[config.mk]
export PLATFORM = sky130hd
export DESIGN_NAME = fifo_wr_arbiter
export DESIGN_NICKNAME = d
export VERILOG_FILES = /design/src/rtl/fifoarb_pkg.sv /design/src/rtl/fifo_wr_arbiter_rr_pick.sv /design/src/rtl/fifo_wr_arbiter.sv
export SDC_FILE = /design/constraint.sdc
export NUM_CORES = 1
export LEC_CHECK = 0
export ABC_AREA = 1
export CORE_MARGIN = 2
export CORE_UTILIZATION = 40
export CTS_CLUSTER_SIZE = 24
export DETAILED_ROUTE_END_ITERATION = 8
export PLACE_DENSITY = 0.85
export SLEW_MARGIN = 30
export SYNTH_ARGS = -nofsm -noshare
export SYNTH_HDL_FRONTEND = slang
export SYNTH_SLANG_ARGS = --single-unit
[constraint.sdc]
create_clock -name clk -period 4.5 [get_ports clk]
set_input_delay 0.45 -clock clk [delete_from_list [all_inputs] [get_ports clk]]
set_output_delay 0.45 -clock clk [all_outputs]
set_load 0.005 [all_outputs]
[src/rtl/fifoarb_pkg.sv]
// -----------------------------------------------------------------------------
// fifoarb_pkg
// Shared types and helpers for the FIFO write arbiter and its round-robin
// picker.
//   arb_state_t : arbiter FSM states (IDLE, LOCKED)
//   idx_w(n)    : width of an index that can address n items, never below 1
// -----------------------------------------------------------------------------
package fifoarb_pkg;

  typedef enum logic {
    IDLE   = 1'b0,
    LOCKED = 1'b1
  } arb_state_t;

  // $clog2 returns 0 for n <= 1, which would create a zero-width vector.
  function automatic int idx_w(input int n);
    return (n <= 2) ? 1 : $clog2(n);
  endfunction

endpackage

[src/rtl/fifo_wr_arbiter_rr_pick.sv]
// -----------------------------------------------------------------------------
// rr_pick
// Combinational round-robin picker. It scans req cyclically, starting just
// after prev, and returns the first set bit. prev itself is considered last,
// so it can only win again when nobody else is requesting.
//   req   : request vector, one bit per requester
//   prev  : index of the previous winner (must be < N_)
//   idx   : winning index (equals prev when nothing is requested)
//   valid : at least one request bit is set
// -----------------------------------------------------------------------------
module rr_pick
  import fifoarb_pkg::*;
#(
  parameter  int N_ = 4,
  localparam int IW = idx_w(N_)
) (
  input  logic [N_-1:0] req,
  input  logic [IW-1:0] prev,
  output logic [IW-1:0] idx,
  output logic          valid
);

  logic [IW-1:0] cand;

  // NOTE: every output of a combinational block gets a default first;
  // a path that leaves one unassigned would infer a latch.
  always_comb begin
    idx   = prev;
    valid = 1'b0;
    cand  = '0;
    // Walk the offsets from farthest to nearest. The nearest set bit is then
    // the last one assigned, and it wins. The wrap is modulo N_, so this also
    // works when N_ is not a power of two.
    for (int k = N_; k >= 1; k--) begin
      cand = IW'((int'(prev) + k) % N_);
      if (req[cand]) begin
        idx   = cand;
        valid = 1'b1;
      end
    end
  end

endmodule

[src/rtl/fifo_wr_arbiter.sv]
// -----------------------------------------------------------------------------
// fifo_wr_arbiter
// Packet-atomic round-robin arbiter for one FIFO write port. A granted
// requester keeps the port until its last word transfers, so packets from
// different requesters never interleave. A watchdog releases a grant whose
// holder goes quiet mid-packet. FIFO backpressure never counts as idle time.
//   clk, rst_  : clock; synchronous active-low reset
//   req_v      : per-requester word valid
//   req_last   : per-requester last-word flag, qualified by req_v
//   req_data   : requester i's word is at [i*DATA_ +: DATA_]
//   req_rdy    : per-requester accept (combinational)
//   fifo_we    : FIFO write enable (combinational)
//   fifo_din   : FIFO write data (the grant holder's word)
//   fifo_fillc : FIFO fill count
//   gnt_id     : current or most recent grant holder
//   busy       : high while a packet is locked
//   err        : one-cycle pulse when the watchdog aborts a packet
// -----------------------------------------------------------------------------
module fifo_wr_arbiter
  import fifoarb_pkg::*;
#(
  parameter  int N_       = 4,
  parameter  int DATA_    = 8,
  parameter  int ADDR_    = 8,
  parameter  int TIMEOUT_ = 16,
  localparam int IW       = idx_w(N_)
) (
  input  logic                clk,
  input  logic                rst_,
  input  logic [N_-1:0]       req_v,
  input  logic [N_-1:0]       req_last,
  input  logic [N_*DATA_-1:0] req_data,
  output logic [N_-1:0]       req_rdy,
  output logic                fifo_we,
  output logic [DATA_-1:0]    fifo_din,
  input  logic [ADDR_:0]      fifo_fillc,
  output logic [IW-1:0]       gnt_id,
  output logic                busy,
  output logic                err
);

  localparam int              CW       = idx_w(TIMEOUT_ + 1);
  localparam bit              WD_EN    = (TIMEOUT_ != 0);
  localparam logic [CW-1:0]   WD_MAX   = CW'((TIMEOUT_ == 0) ? 0 : TIMEOUT_ - 1);
  localparam logic [ADDR_:0]  FULL_LVL = {1'b1, {ADDR_{1'b0}}};

  arb_state_t    state;
  logic [CW-1:0] wd_cnt;
  logic          full;
  logic          last_g;
  logic [IW-1:0] pick_idx;
  logic          pick_v;

  assign full   = (fifo_fillc == FULL_LVL);
  assign last_g = req_last[gnt_id];

  rr_pick #(.N_(N_)) u_pick (
    .req   (req_v),
    .prev  (gnt_id),
    .idx   (pick_idx),
    .valid (pick_v)
  );

  // The handshake is combinational, so a word can move on every LOCKED cycle.
  // It is gated with rst_ because the reset is synchronous: without the gate,
  // the word in flight would still be written on the reset edge itself.
  always_comb begin
    req_rdy  = '0;
    fifo_we  = 1'b0;
    fifo_din = '0;
    if (state == LOCKED) begin
      fifo_din = req_data[gnt_id*DATA_ +: DATA_];
      if (rst_) begin
        req_rdy[gnt_id] = !full;
        fifo_we         = req_v[gnt_id] && !full;
      end
    end
  end

  // NOTE: sequential state is assigned with <= only. Blocking assignments
  // here would make the result depend on the order in which processes run.
  always_ff @(posedge clk) begin
    if (!rst_) begin
      state  <= IDLE;
      gnt_id <= IW'(N_ - 1);
      wd_cnt <= '0;
      busy   <= 1'b0;
      err    <= 1'b0;
    end else begin
      err <= 1'b0;
      case (state)
        IDLE: begin
          if (pick_v) begin
            gnt_id <= pick_idx;
            state  <= LOCKED;
            busy   <= 1'b1;
            wd_cnt <= '0;
          end
        end
        LOCKED: begin
          if (fifo_we) begin
            wd_cnt <= '0;
            if (last_g) begin
              state <= IDLE;
              busy  <= 1'b0;
            end
          end else if (!full && WD_EN) begin
            // Only a quiet holder with FIFO space counts as idle time. A full
            // FIFO holds the counter.
            if (wd_cnt == WD_MAX) begin
              state  <= IDLE;
              busy   <= 1'b0;
              err    <= 1'b1;
              wd_cnt <= '0;
            end else begin
              wd_cnt <= wd_cnt + CW'(1);
            end
          end
        end
        default: state <= IDLE;
      endcase
    end
  end

endmodule

* Word-level counts from Yosys, hierarchy flattened
Cells that the tools add are included.
** Storage, ports and cells
- Flip-flop bits (word level) :: 10
- Bits of input ports :: 51
- Word-level logic and storage cells :: 79
** Cells by class
- Add/sub/neg operators :: 5
- $lt $le $gt $ge :: 6
- Equality and inequality tests :: 6
- Shift operators :: 1
- Muxes and demuxes :: 45
- Bitwise logic cells :: 3
- Reduce and logical (&&, ||, !) cells :: 8
** Operators by type and width (count)
- 32-bit by 6-bit variable part select with 8-bit output :: 1
- 1-bit 2-to-1 mux :: 24
- 5-bit 2-to-1 mux :: 4
- 2-bit by 3-bit < comparator with 1-bit output (second input constant) :: 5
- 1-bit binary-select mux with 2-bit select :: 6
- 5-bit one-hot mux with 2 select lines :: 1
- 9-bit equality test (second input constant) :: 1
- 2-bit 2-to-1 mux :: 4
- 4-bit 2-to-1 mux :: 2
- 8-bit 2-to-1 mux :: 1
- 3-bit by 2-bit inequality test with 1-bit output (second input constant) :: 2
- 5-bit by 1-bit adder with 5-bit output (second input constant) :: 1
- 5-bit by 4-bit equality test with 1-bit output (second input constant) :: 1
- 2-bit by 1-bit adder with 2-bit output (second input constant) :: 2
- 2-bit adder (second input constant) :: 2
- 4-bit AND :: 1
- 1-bit one-hot mux with 2 select lines :: 2
- 4-bit AND reduction :: 1
- 4-bit nonzero test :: 1
- 4-bit OR reduction :: 1
- 3-bit inequality test (second input constant) :: 1
- 3-bit AND reduction :: 1
- 1-bit demux with 2-bit select :: 1
- 2-bit by 1-bit >= comparator with 1-bit output (second input constant) :: 1
- 5 further kinds :: 7

* Depth between registers and ports, before layout
- Depth after elaboration :: 9
- Gate-level depth with buffers :: 13
- Mapped depth without buffers :: 12

* By module
From an unflattened synthesis, not the netlist that was laid out.
** Unflattened totals
- Cell total of the unflattened synthesis :: 192
- Area, all modules :: 1148.6 um^2
** Modules (own cells, without submodules)
- fifo_wr_arbiter :: instances 1, cells an instance 145, area each 907.1 um^2, sequential area each 200.2 um^2
- rr_pick :: instances 1, cells an instance 47, area each 241.5 um^2, sequential area each 0.0 um^2

* Worst setup path before layout
Ideal clock, no wire load.
- Path kind :: register to register
- From :: reg gnt_id[0]
- To :: reg gnt_id[0]
- Library setup time :: 123 ps
- Data arrival time :: 1806 ps
- Slack :: 2571 ps
- Cell stages (with the launch flop) :: 12
- Period minus slack after synthesis :: 1929 ps
- Cell sequence :: dfxtp_1 buf_6 inv_6 buf_6 clkbuf_1 ha_1 inv_1 or2_2 nand3_1 nand2_1 a21oi_1 o21ai_0
** Between the ends
- Longest elaborated chain between the ends :: 8
- Elaborated cells between the ends (all ways) :: 22
- Those cells by class :: 4 x add/sub; 16 x mux; 2 x reduce/logical
** Ends and longest elaborated chain
- start, declared :: RTL line fifo_wr_arbiter.sv:37 : output logic [IW-1:0] gnt_id,
- start signal, assigned :: RTL line fifo_wr_arbiter.sv:85 : gnt_id <= IW'(N_ - 1);
- start signal, assigned :: RTL line fifo_wr_arbiter.sv:94 : gnt_id <= pick_idx;
- 2-bit by 1-bit adder with 2-bit output :: RTL line fifo_wr_arbiter_rr_pick.sv:35 : cand = IW'((int'(prev) + k) % N_);
- 1-bit binary-select mux with 2-bit select :: RTL line fifo_wr_arbiter_rr_pick.sv:36 : if (req[cand]) begin
- 1-bit 2-to-1 mux (not written as such) :: RTL line fifo_wr_arbiter_rr_pick.sv:36
- 1-bit 2-to-1 mux (4 in a row) :: RTL line fifo_wr_arbiter_rr_pick.sv:36
- 3-bit AND reduction (no source line)
Parallel ways exist; a longest one is shown, timed or not. The select of a mux whose other input is x is not followed.
A chain may end at the register's enable or synchronous reset.

* Worst setup path after layout
- From :: reg gnt_id[0]
- To :: out fifo_we
** Between the ends
- Longest elaborated chain between the ends :: 5
** Ends and longest elaborated chain
- 1-bit binary-select mux with 2-bit select :: RTL line fifo_wr_arbiter.sv:75 : fifo_we = req_v[gnt_id] && !full;
- 1-bit 2-to-1 mux (not written as such) :: RTL line fifo_wr_arbiter.sv:75
- 1-bit logical AND :: RTL line fifo_wr_arbiter.sv:75
- 1-bit 2-to-1 mux :: RTL line fifo_wr_arbiter.sv:73 : if (rst_) begin
- 1-bit 2-to-1 mux :: RTL line fifo_wr_arbiter.sv:71 : if (state == LOCKED) begin
- end, declared :: RTL line fifo_wr_arbiter.sv:34 : output logic fifo_we,
Every way passes these cells. The select of a mux whose other input is x is not followed.

==> qor.txt <==
DR DRC count -> 0
Clock period minus worst slack -> 2.69 ns
Worst Skew -> 0.00282 ns
DP HPWL -> 2.44 mm
GRT overflow -> 0
Post-CTS Hold Buffers -> 0
Initial core utilization -> 41.1%
X dimension of the die -> 56.6 um
Die ar. -> 3200 sq um
Pins Over Slew Limit -> 0
Leak pwr -> 0.000766 uW
Status -> complete, no violations
Post-synthesis cell type count -> 24
Avg WL per Cell -> 10.9 um
CP endpoint kind -> output port
Vias in the first global route -> 1269
Worst-path clk slew -> 0.07 ns
Most common cell after layout, fill and taps aside -> clkdlybuf4s50_1
Vias/cell -> 4.94
Area grow syn2layout -> 62.7%
Gate Count Post-Synth -> 192
Clock latency on the worst-skew pair -> 0.28 ns
Mean Syn Cell Area -> 5.75 sq um
Most used cell, CP -> nand2_1
DRT antenna net count -> 0
Slowest-stage cell, CP -> dfxtp_2
Slew HR -> 64.7%
Count of final hold-check violations -> 0
Initial antenna violation count -> 0
Pin count of the biggest net entering global routing -> 31
Class of the worst hold path -> reg2reg
Overall Global Routing Usage -> 19.3%
Actual slew at the worst max-slew pin -> 0.529 ns
Cts bufs inserted -> 3
RSZ-0062 raised after global routing -> no
Maximum vdd drop -> 258 uV
GP Congestion -> 0.810
Commonest cells after routing, fill and taps aside -> clkdlybuf4s50_1, nor2_1, nand2_1
Clk buf depth -> 2
Max-cap violations -> 0
Crit path largest cell delay -> 0.67 ns
Rows -> 19
Diode count -> 0
Worst EP required -> 4.05 ns
Root Driver -> clkbuf_4
Startpoint types -> flop
Tcrit/Tclk final -> 59.8%
Multi-input logic area -> 793 sq um
Fill cell count -> 260
PostCTS Resize Cnt -> 0
Worst EP arrival -> 2.24 ns
Sequential element share of the synthesized area -> 18.1%
Setup TNS -> 0 ns
Layout cells sized above 1 -> 6.69%
CTS tree -> yes
Pwr dens -> 438 nW/um^2
Routed Wire Length -> 3.11 mm
Initial DRC Count -> 23
First drt pass iteration count -> 4
Dpl cells -> 281
Post-Syn Area -> 1100 sq um
Crit path cell chain -> inv_6 -> nand2_1 -> nand3_1 -> nand2_1 -> nand3_2 -> nor2_1 -> clkdlybuf4s50_1
Die height -> 56.6 um
I/O pin count -> 68
Global-route wire length before repair -> 4.99 mm
Yosys reg bits -> 10
# nets final -> 311
Synthesized Nets -> 248
Register Area -> 201 sq um
CP max FO -> 30
Final setup violation count -> 0
Total core area -> 2690 sq um
H-tree Lvls -> 1
Peak Freq -> 0.371 GHz
Ys Warns -> 0
Layout Cells excl Fill -> 285
IO buf count -> 67
Critical setup path kind -> reg2out
Vias -> 1408
Setup Fix Bufs, Post-CTS -> 0
Clk sinks -> 10
## worst paths after layout
path,start,end,slack [ns],depth (start not counted)
min reg2reg,wd_cnt[4]$_SDFFE_PN0P_,wd_cnt[4]$_SDFFE_PN0P_,0.45,2
max,gnt_id[0]$_SDFFE_PN1P_,fifo_we,1.81,7
min,wd_cnt[4]$_SDFFE_PN0P_,wd_cnt[4]$_SDFFE_PN0P_,0.45,2
max reg2reg,gnt_id[1]$_SDFFE_PN1P_,gnt_id[0]$_SDFFE_PN1P_,2.24,8
## flip-flops by register name (all words and copies together), names as in the netlist
| signal | count |
|---|---|
| gnt_id | 2 |
| wd_cnt | 5 |
| err | 1 |
| busy | 1 |
| state | 1 |
## synthesized netlist by cell type
library cell,count,area share (%)
o21ai_1,3,1.4
a21oi_1,13,5.9
nand2_1,30,10
nand3_2,1,0.91
buf_1,1,0.34
inv_6,1,0.79
nor3b_1,4,2.7
buf_2,4,1.8
o211ai_1,2,1.4
nand3_1,19,8.6
inv_1,13,4.4
o21ai_0,19,8.6
clkbuf_1,2,0.68
nor3_1,1,0.45
or2_2,2,1.1
buf_6,2,2.0
xor2_1,1,0.79
nor2_1,50,17
nand2_4,3,3.1
dfxtp_1,10,18
xnor2_1,1,0.79
ha_1,5,5.7
nand2_2,4,2.3
nor2_4,1,1.0
## logic make-up after synthesis
kind of cell / share of synthesized area, %
simple gates: 47.3
fa+ha+maj: 5.66
compound gates: 17.2
xor+xnor: 1.59
flops: 18.1
buf+inv: 10.1
## critical path, delay by kind of cell (launching register included)
kind,cells,cell delay (ns)
flops,1,0.67
buf+inv,2,0.67
simple gates,5,0.62
## through the flow
stage | hold WS (ns) | power (uW) | cell area [sq um] | util (%) | setup slack [ns]
2_1_floorplan | 0.412 | 535 | 1100 | - | 2.57
3_3_place_gp | 0.423 | 696 | 1760 | 65.5 | 1.77
3_5_place_dp | 0.444 | 706 | 1760 | 65.5 | 1.73
4_1_cts | 0.457 | 794 | 1800 | 66.9 | 1.42
5_1_grt | 0.473 | 874 | 1800 | 66.9 | 1.56
6_report | 0.453 | 788 | 1800 | 66.9 | 1.81
## power breakdown
group / internal, uW / switching (uW) / leakage, uW
combinational: 260 / 266 / 0.000663
clock: 49.3 / 36.9 / 0.0000210
sequential: 109 / 66.9 / 0.0000820
## area by class of cell
type | count | share of cell area [%]
clock buffer | 4 | 2.02
multi-input combinational | 159 | 44.1
sequential | 10 | 11.2
tap | 31 | 2.16
inverter | 14 | 3.20
timing repair buffer | 67 | 37.3
## metal layers
layer	vias to the layer above	GRT usage, %	routed length (um)
met3	5	3.69	290
met4	0	8.16	56
met5	-	0	0
met1	590	22.6	1310
met2	66	33.7	1450
li1	747	-	-
Note: power is estimated with default switching activity, not from simulation.
